--- config.mk ---
export PLATFORM = sky130hd
export DESIGN_NAME = if_stage
export DESIGN_NICKNAME = d
export VERILOG_FILES = /design/src/rtl/if_stage.sv
export SDC_FILE = /design/constraint.sdc
export NUM_CORES = 1
export LEC_CHECK = 0
export ABC_AREA = 0
export CORE_ASPECT_RATIO = 0.6
export CORE_MARGIN = 5
export CORE_UTILIZATION = 55
export CTS_BUF_LIST = sky130_fd_sc_hd__clkbuf_16
export CTS_CLUSTER_DIAMETER = 80
export DETAILED_ROUTE_END_ITERATION = 7
export HOLD_SLACK_MARGIN = 0.15
export PLACE_DENSITY = 0.88
export SLEW_MARGIN = 25
export SYNTH_ARGS = -nofsm -noshare
export SYNTH_HDL_FRONTEND = slang
export SYNTH_SLANG_ARGS = --single-unit
export TNS_END_PERCENT = 100
--- constraint.sdc ---
create_clock -name clk -period 3.2 [get_ports clk]
set_clock_uncertainty 0.05 [all_clocks]
set_input_delay 0.32 -clock clk [delete_from_list [all_inputs] [get_ports clk]]
set_output_delay 0.32 -clock clk [all_outputs]
set_load 0.05 [all_outputs]
--- src/rtl/if_stage.sv ---
// Instruction-fetch stage: owns the PC, the imem req/ack port
// and the IF/ID pipeline register.
module if_stage #(
    parameter logic [31:0] RESET_PC   = 32'h0000_0000,
    parameter logic [31:0] EXC_VECTOR = 32'h0000_0180
) (
    input  logic        clk,
    input  logic        rst_n,
    input  logic [1:0]  pc_src,
    input  logic [31:0] target,
    input  logic        if_flush,
    input  logic        stall,
    output logic        imem_req,
    output logic [31:0] imem_addr,
    input  logic [31:0] imem_rdata,
    input  logic        imem_ack,
    output logic [31:0] if_id_inst,
    output logic [31:0] if_id_pc4,
    output logic        if_id_valid
);

    typedef enum logic [1:0] {
        FETCH = 2'd0,
        HOLD  = 2'd1,
        KILL  = 2'd2
    } state_t;

    state_t      state;
    logic [31:0] pc;
    logic [31:0] kill_addr;
    logic [31:0] hold_inst;
    logic [31:0] hold_pc4;
    logic        redirect;
    logic [31:0] redir_pc;
    logic [31:0] pc4;

    // Redirect decode; target is forced word aligned.
    always_comb begin
        redirect = (pc_src == 2'b01) || (pc_src == 2'b10);
        redir_pc = (pc_src == 2'b01) ? {target[31:2], 2'b00}
                                     : EXC_VECTOR;
        pc4      = pc + 32'd4;
    end

    // A killed fetch keeps presenting its own address until acked.
    assign imem_req  = rst_n && (state != HOLD);
    assign imem_addr = (state == KILL) ? kill_addr : pc;

    // Fetch FSM, PC, hold buffer and IF/ID register.
    always_ff @(posedge clk or negedge rst_n) begin
        if (!rst_n) begin
            state       <= FETCH;
            pc          <= RESET_PC;
            kill_addr   <= RESET_PC;
            hold_inst   <= '0;
            hold_pc4    <= '0;
            if_id_inst  <= '0;
            if_id_pc4   <= '0;
            if_id_valid <= 1'b0;
        end else begin
            unique case (state)
                FETCH: begin
                    if (imem_ack) begin
                        if (redirect) begin
                            pc          <= redir_pc;
                            if_id_inst  <= '0;
                            if_id_valid <= 1'b0;
                        end else if (if_flush) begin
                            if_id_inst  <= '0;
                            if_id_valid <= 1'b0;
                        end else if (stall) begin
                            hold_inst <= imem_rdata;
                            hold_pc4  <= pc4;
                            pc        <= pc4;
                            state     <= HOLD;
                        end else begin
                            if_id_inst  <= imem_rdata;
                            if_id_pc4   <= pc4;
                            if_id_valid <= 1'b1;
                            pc          <= pc4;
                        end
                    end else begin
                        if (redirect) begin
                            kill_addr   <= pc;
                            pc          <= redir_pc;
                            if_id_inst  <= '0;
                            if_id_valid <= 1'b0;
                            state       <= KILL;
                        end else if (if_flush || !stall) begin
                            if_id_inst  <= '0;
                            if_id_valid <= 1'b0;
                        end
                    end
                end
                HOLD: begin
                    if (redirect) begin
                        pc          <= redir_pc;
                        if_id_inst  <= '0;
                        if_id_valid <= 1'b0;
                        state       <= FETCH;
                    end else if (if_flush) begin
                        pc          <= hold_pc4 - 32'd4;
                        if_id_inst  <= '0;
                        if_id_valid <= 1'b0;
                        state       <= FETCH;
                    end else if (!stall) begin
                        if_id_inst  <= hold_inst;
                        if_id_pc4   <= hold_pc4;
                        if_id_valid <= 1'b1;
                        state       <= FETCH;
                    end
                end
                KILL: begin
                    if_id_inst  <= '0;
                    if_id_valid <= 1'b0;
                    if (redirect) begin
                        pc <= redir_pc;
                    end
                    if (imem_ack) begin
                        state <= FETCH;
                    end
                end
                default: begin
                    state <= FETCH;
                end
            endcase
        end
    end

endmodule

==> metrics.txt, run 1 <==
antenna-violating nets left=0; RSZ-0062 raised after global routing=false; Mapped Nets=~1200; xor/xnor cell area share of the yosys netlist=under 10%; I/O Buffers=166; Slowest-stage cell, CP=clkdlybuf4s50_1; CP Data Arrival Time=about 2.6 ns; post-synthesis area per instance=around 9.6 um^2; hold crit path type=in -> async; CTS tree=yes; dpl hpwl=between 20000 and 25000 um; FFs w/ async S/R, synth=100%; layout cell share with drive strength beyond 1=16.0%; sequential-to-total area share from yosys stat=between 40 and 50%; Clock Tree Buf Depth=2; DRT Pass-1 Iters=8; max_slew headroom=46.2%; failing checks=design-rule violations; Worst-Margin Slew=~0.80 ns; max frequency=around 340 MHz; Startpoint Class=register; final worst slack=~0.26 ns; Worst-path clk slew=about 0.080 ns; Detailed Route Iter0 Violations=~1400; core area=between 15000 and 20000 um^2; peak supply drop=about 0.9 mV; drt drc=2; most common cell after layout, fill and taps aside=dfrtp_1; Pleak=between 0.005 and 0.006 uW; Root Buffer=clkbuf_16; GR Overflow Total=0; CP endpoint kind=output port; ys flop type=dfrtp_1; yosys warns=0; crit share post-route=around 92%; Total Routing Usage GR=about 29%; Wirelength per Cell=roughly 21 um; Clk Latency, worst-skew pair=0.44 ns; routed vias=9367; max cap viols=0; largest net degree at the start of global routing=111; synth unique cells=57; Layout Nets=1322; final hold vios=0; status=complete, but fails checks; simple-gate share of the synthesized area=between 10% and 20%; Die Height=approximately 120 um; most frequent cells in the layout=dfrtp_1 (195), clkdlybuf4s50_1 (164), nand2_1 (142); minimum clock period after layout=a little under 3 ns; initial antenna violation count=0; site row count=39; Setup TNS=0 ns; PostCTS Resize Cnt=0; full die area=between 20000 and 25000 um^2; Compound-Gate Fraction of Synth Area=between 15 and 20%; final setup violation count=0; WL final=31900 um; first-pass GRT wire length=roughly 50000 um; EDFF count, synth=0; Worst Path Max Fanout=48; crit path kind=reg -> out; Setup Fix Bufs, Post-CTS=0; Vias per Instance=~6.2; effective utilization at floorplan=between 50% and 60%; mux contribution to synthesized area=about an eighth; placer's final routability congestion estimate=approximately 0.97; Fillers=1444; PwrDens=1010 nW/um^2; chip width=roughly 190 um; vias in the first global route=roughly 8800; CP required=~2.8 ns; max-slew violation count=0; post-place setup slack=0.375 ns; Yosys reg bits=approximately 200; Antenna Cells=0; synthesized instance count=1110; P&R area growth vs syn=24.6%; clock tree sinks=195; cts hold-fix bufs=1; synthesized cell area=approximately 11000 um^2; I/O Pins=169; CP cell instances=inv_1 > ha_2 > buf_12 > mux2_2 > clkdlybuf4s50_1; CP peak stage delay=approximately 0.72 ns; largest family of logic cells by synthesized area=compound AO/OA/AOI/OAI gates; H-tree Lvls=4; adder-cell share of the synthesized area=0.820%; CTS buffer count=17
## layer usage
| layer | GRT usage, % | wire [um] | vias to the layer above | part of all wire [%] |
|---|---|---|---|---|
| met2 | 37.4 | 12500 | 548 | 39 |
| met4 | 4.52 | 325 | 0 | 1.0 |
| met1 | 45.2 | 14800 | 4496 | 46 |
| li1 | - | - | 4283 | - |
| met3 | 10.6 | 4270 | 40 | 13 |
| met5 | 0 | 0 | - | 0 |
## critical path, delay by kind of cell (launching register included)
family	cells	cell delay (ns)
adder cells (fa/ha/maj)	1	0.20
buffers and inverters	3	1.08
flip-flops	1	0.45
multiplexers	1	0.38
## logic make-up after synthesis
logic type | Yosys count
compound gates | 291
flops | 195
mux | 115
simple gates | 331
xor+xnor | 60
fa+ha+maj | 7
buf+inv | 111
## worst paths after layout
check | startpoint | to | slack [ns] | cells past startpoint
setup / recovery | state[0] | imem_addr[13] | 0.26 | 5
setup reg to reg | hold_pc4[19] | pc[30] | 0.33 | 6
max in group asynchronous | rst_n | if_id_inst[20] | 1.85 | 3
hold reg to reg | if_id_pc4[4] | if_id_pc4[4] | 0.43 | 2
min in group clk | if_id_pc4[4] | if_id_pc4[4] | 0.43 | 2
hold / removal | rst_n | if_id_inst[0] | 0.28 | 2
## cells in the mapped netlist (8+ instances only)
cell type,number,area share (%)
o221ai_1,13,1.1
buf_1,12,0.42
a221oi_1,8,0.66
and3_1,13,0.76
nor3_1,10,0.47
o31ai_1,37,2.6
nand2_1,142,5.0
o21ai_0,88,4.1
mux2_2,108,11
nor4_1,14,0.82
nor2_1,72,2.5
xnor2_1,37,3.0
inv_1,10,0.35
a21oi_1,41,1.9
nand4_1,10,0.59
nand2b_1,11,0.64
nand3_1,20,0.94
clkbuf_1,85,3.0
xor2_1,23,1.9
a22oi_1,48,3.4
dfrtp_1,195,46
## state kept, by name, indices dropped and copies added, names as in the netlist
register / flops
if_id_pc4: 32
hold_pc4: 32
if_id_inst: 32
pc: 32
if_id_valid: 1
hold_inst: 32
kill_addr: 32
state: 2
## report_power, final
| group | internal, uW | leakage, uW | switching, uW |
|---|---|---|---|
| Clock | 1160 | 0.000284 | 993 |
| Sequential | 3360 | 0.00257 | 956 |
| Combinational | 2590 | 0.00272 | 4330 |
| Total | 7120 | 0.00557 | 6280 |
## through the flow
| step | util, % | total power [uW] | area (um^2) | cells | hold WS [ns] |
|---|---|---|---|---|---|
| global route | 69.9 | 14100 | 13300 | 1503 | 0.290 |
| finish | 69.9 | 13400 | 13300 | 1503 | 0.278 |
| detailed placement | 66.8 | 11100 | 12700 | 1470 | 0.176 |
| global placement | 66.8 | 10900 | 12700 | 1470 | 0.175 |
| CTS | 69.9 | 13300 | 13300 | 1503 | 0.276 |
| floorplan | - | 8770 | 10700 | 1110 | -0.0256 |
## final cells by class
type | instances | area (um^2) | share of cell area, %
clock buffers | 17 | 425 | 3.20
clock inverters | 15 | 158 | 1.18
inverters | 10 | 37.5 | 0.282
multi-input cells | 804 | 5390 | 40.5
flip-flops and latches | 195 | 4880 | 36.7
well taps | 246 | 308 | 2.31
repair buffers | 216 | 2100 | 15.8
No activity file was read; power rests on OpenSTA's default activity.
==> inputs of run 2 (changes only) <==
- SKIP_CTS_REPAIR_TIMING: default -> 1
==> results of run 2 <==
Final layout, timing and power as in run 1 (identical DEF).
==> inputs of run 3 (changes only) <==
- clock period: 3.2 -> 3.1 ns (I/O delays scaled with it)
==> run 3 against run 2 <==
The flow still finishes with violations (design-rule violations). Via count decreased by 0.68%. First-iteration DRC count decreased by 6.5%. Sequential share of layout area about the same. Final cell count about the same. Sequential cell count unchanged. Wire length increased by 1.5%. Die area unchanged. Combinational power increased by 3.6%. Global-route usage increased by 0.38 points. Register-to-register slack about the same. Worst hold slack improved by 0.034 ns. Clock power increased by 7%.
==> metrics.txt, run 3 (synthesized netlist as in run 1, its figures left out) <==
H-tree Lvls=4; full die area=~22000 um^2; antenna-violating nets left=0; max_slew headroom=between 40% and 50%; core area=around 19000 um^2; Worst-path clk slew=0.07 ns; largest net degree at the start of global routing=150; post-layout instance area=around 13000 um^2; failing checks=design-rule violations; initial antenna violation count=0; crit share post-route=94.0%; PwrDens=1050 nW/um^2; Setup TNS=0 ns; Die Height=between 100 and 150 um; placer's final routability congestion estimate=1.01; Detailed Route Iter0 Violations=1339; CP endpoint kind=output port; placed cell area=roughly 13000 um^2; first-pass GRT wire length=50900 um; I/O Pins=approximately 170; minimum clock period after layout=a little under 3 ns; Wirelength per Cell=roughly 22 um; Startpoint Class=register; CP required=between 2 and 3 ns; most common cell after layout, fill and taps aside=dfrtp_1; Clock Tree Buf Depth=2; CTS tree=yes; WL final=about 32000 um; PnR Total Power=about 14000 uW; max cap viols=0; status=complete, but fails checks; vias in the first global route=roughly 9000; crit path kind=reg -> out; peak supply drop=a little under 0.8 mV; clock tree sinks=about 200; CP cell instances=inv_1 > ha_2 > buf_12 > mux2_2 > clkdlybuf4s50_1; CP peak stage delay=around 0.7 ns; drt drc=2; Worst Path Max Fanout=48; RSZ-0062 raised after global routing=false; Worst-Margin Slew=0.811 ns; Pleak=0.00558 uW; final setup violation count=0; Layout Nets=about 1300; CP Data Arrival Time=about 2.6 ns; Total Routing Usage GR=between 20 and 30%; P&R area growth vs syn=24.7%; GR Overflow Total=0; final hold vios=0; Clk Latency, worst-skew pair=0.44 ns; hold crit path type=in -> async; effective utilization at floorplan=56.1%; layout cell share with drive strength beyond 1=about 16%; DRT Pass-1 Iters=8; I/O Buffers=about 170; Antenna Cells=0; Vias per Instance=6.19; Slowest-stage cell, CP=clkdlybuf4s50_1; most frequent cells in the layout=dfrtp_1 (195), clkdlybuf4s50_1 (161), nand2_1 (142); CTS buffer count=17; chip width=around 190 um; routed vias=9303; dpl hpwl=around 23000 um; Root Buffer=clkbuf_16; post-layout util=a little over two thirds; max frequency=~340 MHz; max-slew violation count=0; site row count=39
==> run 3: cell count changes in the layout (fill, tap and decap cells not counted) <==
cell             before  now
clkinv_2              1    2
inv_1                11   10
inv_8                 2    1
buf_4                45   47
bufinv_16             2    3
clkinvlp_4            2    3
clkdlybuf4s50_1     164  161
inv_6                 2    3
clkinv_4              3    1
==> run 3: final timing paths <==
| check | startpoint | endpoint | slack [ns] | cells after the start |
|---|---|---|---|---|
| max in group asynchronous | rst_n | kill_addr[28] | 1.56 | 3 |
| min in group clk | if_id_inst[3] | if_id_inst[3] | 0.43 | 2 |
| setup reg to reg | hold_pc4[11] | pc[30] | 0.32 | 6 |
| hold reg to reg | if_id_inst[3] | if_id_inst[3] | 0.43 | 2 |
| setup / recovery | state[0] | imem_addr[26] | 0.19 | 5 |
| hold / removal | rst_n | if_id_inst[0] | 0.31 | 2 |
==> run 3: layer usage <==
layer / wire [um] / GRT usage, % / part of all wire [%]
met1: 14900 / 44.3 / 46
met2: 12800 / 38.9 / 40
met3: 4300 / 11.8 / 13
met4: 382 / 4.56 / 1.2
met5: 0 / 0 / 0
==> run 3: layout make-up <==
cell class / instances / area (um^2)
clock buffer: 17 / 425
clock inverter: 15 / 176
fill: 1480 / 5720
inverter: 10 / 37.5
multi-input combinational: 804 / 5390
sequential: 195 / 4880
tap: 246 / 308
timing repair buffer: 215 / 2090
==> run 3: where the power goes <==
| part | switching, uW | internal, uW | leakage, uW | total (uW) |
|---|---|---|---|---|
| combinational | 4520 | 2660 | 0.00272 | 7180 |
| sequential | 989 | 3470 | 0.00257 | 4460 |
| clock | 1030 | 1280 | 0.000287 | 2300 |
==> run 3: through the flow <==
| stage | std cells | hold WS (ns) | setup WS (ns) |
|---|---|---|---|
| floorplan | 1110 | -0.0356 | 0.512 |
| global placement | 1469 | 0.218 | 0.349 |
| detailed placement | 1469 | 0.222 | 0.242 |
| CTS | 1501 | -0.248 | 0.179 |
| global route | 1502 | 0.345 | 0.0803 |
| finish | 1502 | 0.312 | 0.186 |
==> run 3: critical path, delay by kind of cell (launching register included) <==
kind | cells | cell delay, ns
adders and majority gates | 1 | 0.20
DFF | 1 | 0.44
muxes | 1 | 0.39
buffers and inverters | 3 | 1.07
